[src/rtl/encoder_arbiter_if.sv]
// Bundle of requester, encoder and response signals around encoder_arbiter.
// The slave modport is the arbiter's view; master is the surrounding system
// (requesters, the shared encoder and the response consumer).
interface encoder_arbiter_if #(
  parameter int NUM_REQ = 4,
  parameter int ID_W    = 2
);
  // Requester byte streams
  logic [NUM_REQ-1:0]   req_valid;
  logic [8*NUM_REQ-1:0] req_data;
  logic [NUM_REQ-1:0]   req_last;
  logic [NUM_REQ-1:0]   req_ready;

  // Shared encoder input and output
  logic [7:0]           enc_in_data;
  logic                 enc_in_valid;
  logic [11:0]          enc_out_data;
  logic                 enc_out_valid;

  // Tagged responses and status
  logic [11:0]          rsp_data;
  logic                 rsp_valid;
  logic [ID_W-1:0]      rsp_id;
  logic                 rsp_last;
  logic                 busy;
  logic                 err;

  modport slave (
    input  req_valid, req_data, req_last, enc_out_data, enc_out_valid,
    output req_ready, enc_in_data, enc_in_valid,
           rsp_data, rsp_valid, rsp_id, rsp_last, busy, err
  );

  modport master (
    output req_valid, req_data, req_last, enc_out_data, enc_out_valid,
    input  req_ready, enc_in_data, enc_in_valid,
           rsp_data, rsp_valid, rsp_id, rsp_last, busy, err
  );
endinterface

[src/rtl/encoder_arbiter.sv]
// encoder_arbiter: shares one byte-in / 12-bit-Hamming-out packet encoder
// among NUM_REQ requesters. One requester is granted at a time, its bytes
// are passed straight through to the encoder, and the encoder's burst is
// routed back tagged with the owner's id.
//
// Compile-time option: define ENC_ARB_FIXED_PRIO_EN to replace round-robin
// arbitration with fixed priority (lowest index wins). Default is
// round-robin starting after the last granted requester.
module encoder_arbiter #(
  parameter int NUM_REQ = 4,
  parameter int ID_W    = 2,
  parameter int MAX_LEN = 255
) (
  input  logic               clk,
  input  logic               rst,
  encoder_arbiter_if.slave   bus
);

  typedef enum logic [1:0] {
    IDLE = 2'd0,
    SEND = 2'd1,
    WAIT = 2'd2,
    GAP  = 2'd3
  } state_t;

  localparam logic [7:0]      MAX_CNT = 8'(MAX_LEN);
  localparam logic [ID_W-1:0] TOP_ID  = ID_W'(NUM_REQ - 1);

  state_t          state, state_nxt;
  logic [ID_W-1:0] grant, grant_nxt;
  logic [ID_W-1:0] last_grant, last_grant_nxt;
  logic [7:0]      sent_cnt, sent_nxt;
  logic [7:0]      rcv_cnt, rcv_nxt;
  logic [ID_W-1:0] winner;

  logic [NUM_REQ-1:0] req_valid;
  logic [NUM_REQ-1:0] req_last;
  logic               g_vld;
  logic               g_last;
  logic [7:0]         g_data;

  logic [NUM_REQ-1:0] req_ready_c;
  logic               enc_in_valid_c;
  logic [7:0]         enc_in_data_c;
  logic               rsp_valid_c;
  logic [11:0]        rsp_data_c;
  logic [ID_W-1:0]    rsp_id_c;
  logic               rsp_last_c;
  logic               err_c;

  assign req_valid = bus.req_valid;
  assign req_last  = bus.req_last;

  // Signals of the currently granted requester.
  assign g_vld  = req_valid[grant];
  assign g_last = req_last[grant];
  assign g_data = bus.req_data[{grant, 3'b000} +: 8];

`ifdef ENC_ARB_FIXED_PRIO_EN
  // Lowest-index valid requester wins; scanning downward lets the lowest
  // index overwrite any higher one.
  function automatic logic [ID_W-1:0] fp_pick(input logic [NUM_REQ-1:0] vld);
    logic [ID_W-1:0] pick;
    logic [ID_W-1:0] cand;
    pick = '0;
    cand = TOP_ID;
    for (int k = 0; k < NUM_REQ; k++) begin
      if (vld[cand]) pick = cand;
      cand = cand - 1'b1;
    end
    return pick;
  endfunction

  assign winner = fp_pick(req_valid);
`else
  // Round-robin: search starts one past the previous winner, wrapping at
  // NUM_REQ, so the previous winner has lowest priority.
  function automatic logic [ID_W-1:0] rr_pick(input logic [NUM_REQ-1:0] vld,
                                              input logic [ID_W-1:0]    last);
    logic [ID_W-1:0] pick;
    logic [ID_W-1:0] cand;
    logic            found;
    pick  = '0;
    found = 1'b0;
    cand  = last;
    for (int k = 0; k < NUM_REQ; k++) begin
      if (cand == TOP_ID) cand = '0;
      else                cand = cand + 1'b1;
      if (!found && vld[cand]) begin
        found = 1'b1;
        pick  = cand;
      end
    end
    return pick;
  endfunction

  assign winner = rr_pick(req_valid, last_grant);
`endif

  // State, grant and byte/word counters; reset aborts any packet in flight.
  always_ff @(posedge clk) begin
    if (rst) begin
      state      <= IDLE;
      grant      <= '0;
      last_grant <= TOP_ID;
      sent_cnt   <= '0;
      rcv_cnt    <= '0;
    end else begin
      state      <= state_nxt;
      grant      <= grant_nxt;
      last_grant <= last_grant_nxt;
      sent_cnt   <= sent_nxt;
      rcv_cnt    <= rcv_nxt;
    end
  end

  // Next-state and all outputs; everything is held at zero while rst is high.
  always_comb begin
    state_nxt      = state;
    grant_nxt      = grant;
    last_grant_nxt = last_grant;
    sent_nxt       = sent_cnt;
    rcv_nxt        = rcv_cnt;
    req_ready_c    = '0;
    enc_in_valid_c = 1'b0;
    enc_in_data_c  = '0;
    rsp_valid_c    = 1'b0;
    rsp_data_c     = '0;
    rsp_id_c       = '0;
    rsp_last_c     = 1'b0;
    err_c          = 1'b0;
    if (!rst) begin
      case (state)
        IDLE: begin
          if (|req_valid) begin
            grant_nxt      = winner;
            last_grant_nxt = winner;
            state_nxt      = SEND;
          end
        end
        SEND: begin
          enc_in_valid_c = g_vld;
          enc_in_data_c  = g_data;
          if (g_vld) begin
            req_ready_c[grant] = 1'b1;
            sent_nxt           = sent_cnt + 8'd1;
            // Closing at MAX_LEN keeps the encoder's 8-bit length in range;
            // the requester's remaining bytes become a fresh packet.
            if (g_last || (sent_cnt + 8'd1 == MAX_CNT)) state_nxt = WAIT;
          end else if (sent_cnt != 8'd0) begin
            // A bubble mid-packet closes the encoder packet as it stands.
            err_c     = 1'b1;
            state_nxt = WAIT;
          end else begin
            state_nxt = IDLE;
          end
        end
        WAIT: begin
          if (bus.enc_out_valid) begin
            rsp_valid_c = 1'b1;
            rsp_data_c  = bus.enc_out_data;
            rsp_id_c    = grant;
            rcv_nxt     = rcv_cnt + 8'd1;
            if (rcv_cnt + 8'd1 == sent_cnt) begin
              rsp_last_c = 1'b1;
              state_nxt  = GAP;
            end
          end
        end
        GAP: begin
          // One dead cycle lets the encoder fall back to its initial state.
          sent_nxt  = '0;
          rcv_nxt   = '0;
          state_nxt = IDLE;
        end
        default: state_nxt = IDLE;
      endcase
    end
  end

  assign bus.req_ready    = req_ready_c;
  assign bus.enc_in_valid = enc_in_valid_c;
  assign bus.enc_in_data  = enc_in_data_c;
  assign bus.rsp_valid    = rsp_valid_c;
  assign bus.rsp_data     = rsp_data_c;
  assign bus.rsp_id       = rsp_id_c;
  assign bus.rsp_last     = rsp_last_c;
  assign bus.err          = err_c;
  assign bus.busy         = (state != IDLE) && !rst;

endmodule

[src/flat_wrapper.sv]
// flat-port wrapper written by rule: the top's interface ports become plain ports
module encoder_arbiter_flat 
#(
  parameter int NUM_REQ = 4,
  parameter int ID_W    = 2,
  parameter int MAX_LEN = 255
)
  (clk, rst, bus_req_valid, bus_req_data, bus_req_last, bus_enc_out_data, bus_enc_out_valid, bus_req_ready, bus_enc_in_data, bus_enc_in_valid, bus_rsp_data, bus_rsp_valid, bus_rsp_id, bus_rsp_last, bus_busy, bus_err);
  encoder_arbiter_if #(.NUM_REQ(NUM_REQ), .ID_W(ID_W)) bus_i ();
  input  logic clk;
  input  logic rst;
  input wire logic [$bits(bus_i.req_valid)-1:0] bus_req_valid;
  input wire logic [$bits(bus_i.req_data)-1:0] bus_req_data;
  input wire logic [$bits(bus_i.req_last)-1:0] bus_req_last;
  input wire logic [$bits(bus_i.enc_out_data)-1:0] bus_enc_out_data;
  input wire logic [$bits(bus_i.enc_out_valid)-1:0] bus_enc_out_valid;
  output wire logic [$bits(bus_i.req_ready)-1:0] bus_req_ready;
  output wire logic [$bits(bus_i.enc_in_data)-1:0] bus_enc_in_data;
  output wire logic [$bits(bus_i.enc_in_valid)-1:0] bus_enc_in_valid;
  output wire logic [$bits(bus_i.rsp_data)-1:0] bus_rsp_data;
  output wire logic [$bits(bus_i.rsp_valid)-1:0] bus_rsp_valid;
  output wire logic [$bits(bus_i.rsp_id)-1:0] bus_rsp_id;
  output wire logic [$bits(bus_i.rsp_last)-1:0] bus_rsp_last;
  output wire logic [$bits(bus_i.busy)-1:0] bus_busy;
  output wire logic [$bits(bus_i.err)-1:0] bus_err;
  assign bus_i.req_valid = bus_req_valid;
  assign bus_i.req_data = bus_req_data;
  assign bus_i.req_last = bus_req_last;
  assign bus_i.enc_out_data = bus_enc_out_data;
  assign bus_i.enc_out_valid = bus_enc_out_valid;
  assign bus_req_ready = bus_i.req_ready;
  assign bus_enc_in_data = bus_i.enc_in_data;
  assign bus_enc_in_valid = bus_i.enc_in_valid;
  assign bus_rsp_data = bus_i.rsp_data;
  assign bus_rsp_valid = bus_i.rsp_valid;
  assign bus_rsp_id = bus_i.rsp_id;
  assign bus_rsp_last = bus_i.rsp_last;
  assign bus_busy = bus_i.busy;
  assign bus_err = bus_i.err;
  encoder_arbiter #(.NUM_REQ(NUM_REQ), .ID_W(ID_W), .MAX_LEN(MAX_LEN)) u_core (.clk(clk), .rst(rst), .bus(bus_i));
endmodule
[config.mk]
export PLATFORM = sky130hd
export DESIGN_NAME = encoder_arbiter_flat
export DESIGN_NICKNAME = d
export VERILOG_FILES = /design/src/rtl/encoder_arbiter_if.sv /design/src/rtl/encoder_arbiter.sv /design/src/flat_wrapper.sv
export SDC_FILE = /design/constraint.sdc
export NUM_CORES = 1
export LEC_CHECK = 0
export CELL_PAD_IN_SITES_DETAIL_PLACEMENT = 1
export CELL_PAD_IN_SITES_GLOBAL_PLACEMENT = 2
export CORE_MARGIN = 2
export CORE_UTILIZATION = 24
export DETAILED_ROUTE_END_ITERATION = 16
export HOLD_SLACK_MARGIN = 0.05
export PLACE_DENSITY_LB_ADDON = 0.15
export SYNTH_ARGS = -nofsm -noshare
export SYNTH_HDL_FRONTEND = slang
export SYNTH_SLANG_ARGS = --single-unit
[constraint.sdc]
create_clock -name clk -period 3 [get_ports clk]
set_clock_uncertainty 0.2 [all_clocks]
set_input_delay 0.45 -clock clk [delete_from_list [all_inputs] [get_ports clk]]
set_output_delay 0.45 -clock clk [all_outputs]
set_load 0.02 [all_outputs]
==> results.yml <==
die:
  coreArea_um2: 7690
  ios: 86
  rows: 32
  die_w_um: 92.8
  start_util_pct: 24.6
  die_h_um: 92.8
  dieArea_um2: 8620
cells_and_area:
  final_cell_mix: "clkdlybuf4s50_1 (80), buf_4 (25), dfxtp_1 (22), nand2_1 (21), a21oi_1 (20)"
  layout.nets: 394
  final_layout_size_suffix_gt1_share_pct: 11.7
  area_delta_synth_final_pct: 61.6
  layout_commonest_cell: "clkdlybuf4s50_1"
  multiInputGateArea_um2: 1370
  regArea_um2: 440
  fillers: 913
  antennaDiodeCount: 0
pwr:
  swShare_pct: 38.5
  vdd_ir_drop_max_mv: 0.197
  p_comb_share_pct: 55.6
  p_switching_uw: 499
  p_seq_share_pct: 27.1
  p_per_area_nw_per_um2: 423
  p_leak_uw: 0.00122
  cell_internal_pwr_uw: 796
  p_clk_share_pct: 17.3
logic_synthesis:
  seq_area_frac_synth_pct: 23.2
  synth_cell_types: 46
  synth.ff_latch_count: 22
  synth_ff_type: "dfxtp_1"
  syn_area_um2: 1890
  synth_nets: 295
  syn_inst: 235
  ys_async_sr_fraction_pct: 0
  synth_area_per_cell_um2: 8.06
  synth_warnings: 0
  yosysTopAreaCell: "dfxtp_1"
  yosys.area.top_type_share_pct: 23.2
  ys_top_cells_by_area: "dfxtp_1 (23%), mux4_1 (6.9%), mux4_2 (5.9%)"
  synth_edf_count: 0
global_routing:
  use_met2_pct: 30.0
  grt_pass1_wl_mm: 11.4
  grtUsageMet1_pct: 20.8
  grt_max_degree: 20
  overflow: 0
  antenna_found_initial: 0
  grtUsageMet3_pct: 3.01
  track_usage_pct: 16.6
  grt_pass1_vias: 2227
  top_usage_layer: "met2"
sta:
  hold_violations: 0
  final-max-slew-violation-count: 0
  worst_pin_slew_ns: 0.492
  max_slew_margin_pct: 66.8
  worst_slack_ns: 0.0953
  fin_crit_ns: 2.90
  setup_tns_ns: 0
  max_freq_ghz: 0.344
  rsz0062_at_grt: "no"
  fin_crit_sh_pct: 96.8
  setup-violations-final: 0
cts:
  tritoncts: "built"
  clkTransAtPathRegs_ns: 0.08
  clock-sinks: 22
  cts_setup_buffers: 0
  cts_hold_buf: 0
  cts-htree-levels: 1
  insertion_delay_ns: 0.27
  clk_path_buf_depth: 2
  cts-root-buf: "clkbuf_8"
  numCtsBuffers: 3
route:
  route.detailed.drc: 0
  first_pass_iters: 4
  drtIter0Drc: 52
  wl_per_cell_um: 16.5
  final_antenna_net_count: 0
  finalWirelength_mm: 7.20
  viasPerCell: 4.78
  num_vias: 2081
hold_path:
  hold_path.class: "flop to flop"
  whs_path_depth: 2
  hold_start: "u_core.last_grant[1]"
placement:
  hpwl_mm: 5.71
  gp_congestion: 0.754
  portBuffers: 85
  dp_slack_ns: -0.0454
worst_setup_path:
  startpoint: "u_core.grant[0]"
  crit_required_ns: 2.35
  crit_path_end_kind: "primary output"
  reg2reg_depth: 7
  cp-start-kind: "flop"
  critPathMaxFanout: 15
  critPathKind: "flop to primary output"
  rr_startpoint: "u_core.sent_cnt[0]"
  crit_arrival_ns: 2.25
job:
  maxCapViolCount: 0
run_status:
  outcome: "finished clean"
-- sequential cells by signal, indices dropped and copies added (netlist names), named ones only --
| signal | cells |
|---|---|
| u_core.grant | 2 |
| u_core.last_grant | 2 |
| u_core.rcv_cnt | 8 |
| u_core.sent_cnt | 8 |
| u_core.state | 1 |
-- cells by family (layout without fill, tap and decap cells) --
| kind of cell | Yosys count | count (layout) | share of synthesized area, % |
|---|---|---|---|
| AOI/OAI and AO/OA | 49 | 49 | 15.9 |
| xor gates and xnor gates | 19 | 19 | 8.78 |
| adders and majority gates | 5 | 5 | 3.30 |
| buffers and inverters | 24 | 122 | 5.81 |
| DFF | 22 | 22 | 23.2 |
| muxes | 10 | 10 | 12.9 |
| and+or+nand+nor | 106 | 106 | 30.1 |
-- layer usage --
layer / share of wire [%] / wire [µm]
met1: 44 / 3200
met2: 52 / 3770
met3: 2.6 / 189
met4: 0.46 / 33
met5: 0 / 0
-- cell usage after synthesis, types with 2 or more instances --
cell type and count:
o21ai_0 14, nor3_1 5, a21oi_1 20, nor2b_1 4
xnor2_1 11, inv_1 8, o31ai_1 2, nor2_1 19
nand3_1 10, buf_2 2, a22oi_1 2, or3_1 2
mux4_2 5, and4_1 2, ha_1 5, and2_1 17
clkbuf_2 2, nand2_1 21, buf_1 2, nor4_1 3
buf_6 2, and3_1 11, or4_1 2, mux4_1 5
nand4_1 2, dfxtp_1 22, o311ai_0 2, xor2_1 8
clkbuf_1 8
-- final timing paths --
path	end	slack [ns]
min reg2reg	u_core.last_grant[1]	0.28
max	bus_enc_in_data[0]	0.1
max reg2reg	flop	0.98
min	u_core.last_grant[1]	0.28
-- cell type report --
cell class | instances | area share (%)
Inverter | 8 | 0.981
Multi-Input combinational cell | 189 | 44.7
Clock buffer | 4 | 1.80
Tap cell | 102 | 4.17
Sequential cell | 22 | 14.4
Timing Repair Buffer | 110 | 34.0
-- repair_timing --
action / in CTS / in global routing
gates resized for setup: 6 / 3
pin swaps: 0 / 0
gates cloned: 0 / 0
setup endpoints to repair: 4 / 2
-- power by group through the flow --
stage	Clock [µW]	Sequential, µW	Combinational (µW)
6_report	224	352	720
5_1_grt	241	357	807
4_1_cts	230	353	724
3_5_place_dp	0	359	719
3_3_place_gp	0	359	713
2_1_floorplan	0	355	426
-- critical path, cell delays in order, from the launching register on --
cell and delay [ns]:
dfxtp_1 0.38, buf_4 0.27, mux4_1 0.59, and3_1 0.20
clkdlybuf4s50_1 0.54
-- through the flow --
step	instance area [µm²]	hold WS [ns]	power [µW]	util [%]	cells
after detailed placement	2980	0.264	1080	38.8	431
after CTS	3050	0.286	1310	39.6	435
after global placement	2980	0.256	1070	38.8	431
final	3060	0.283	1300	39.8	435
after floorplan	1890	0.242	781	-	235
after global routing	3060	0.323	1400	39.8	435
(Power assumes the default switching activity.)
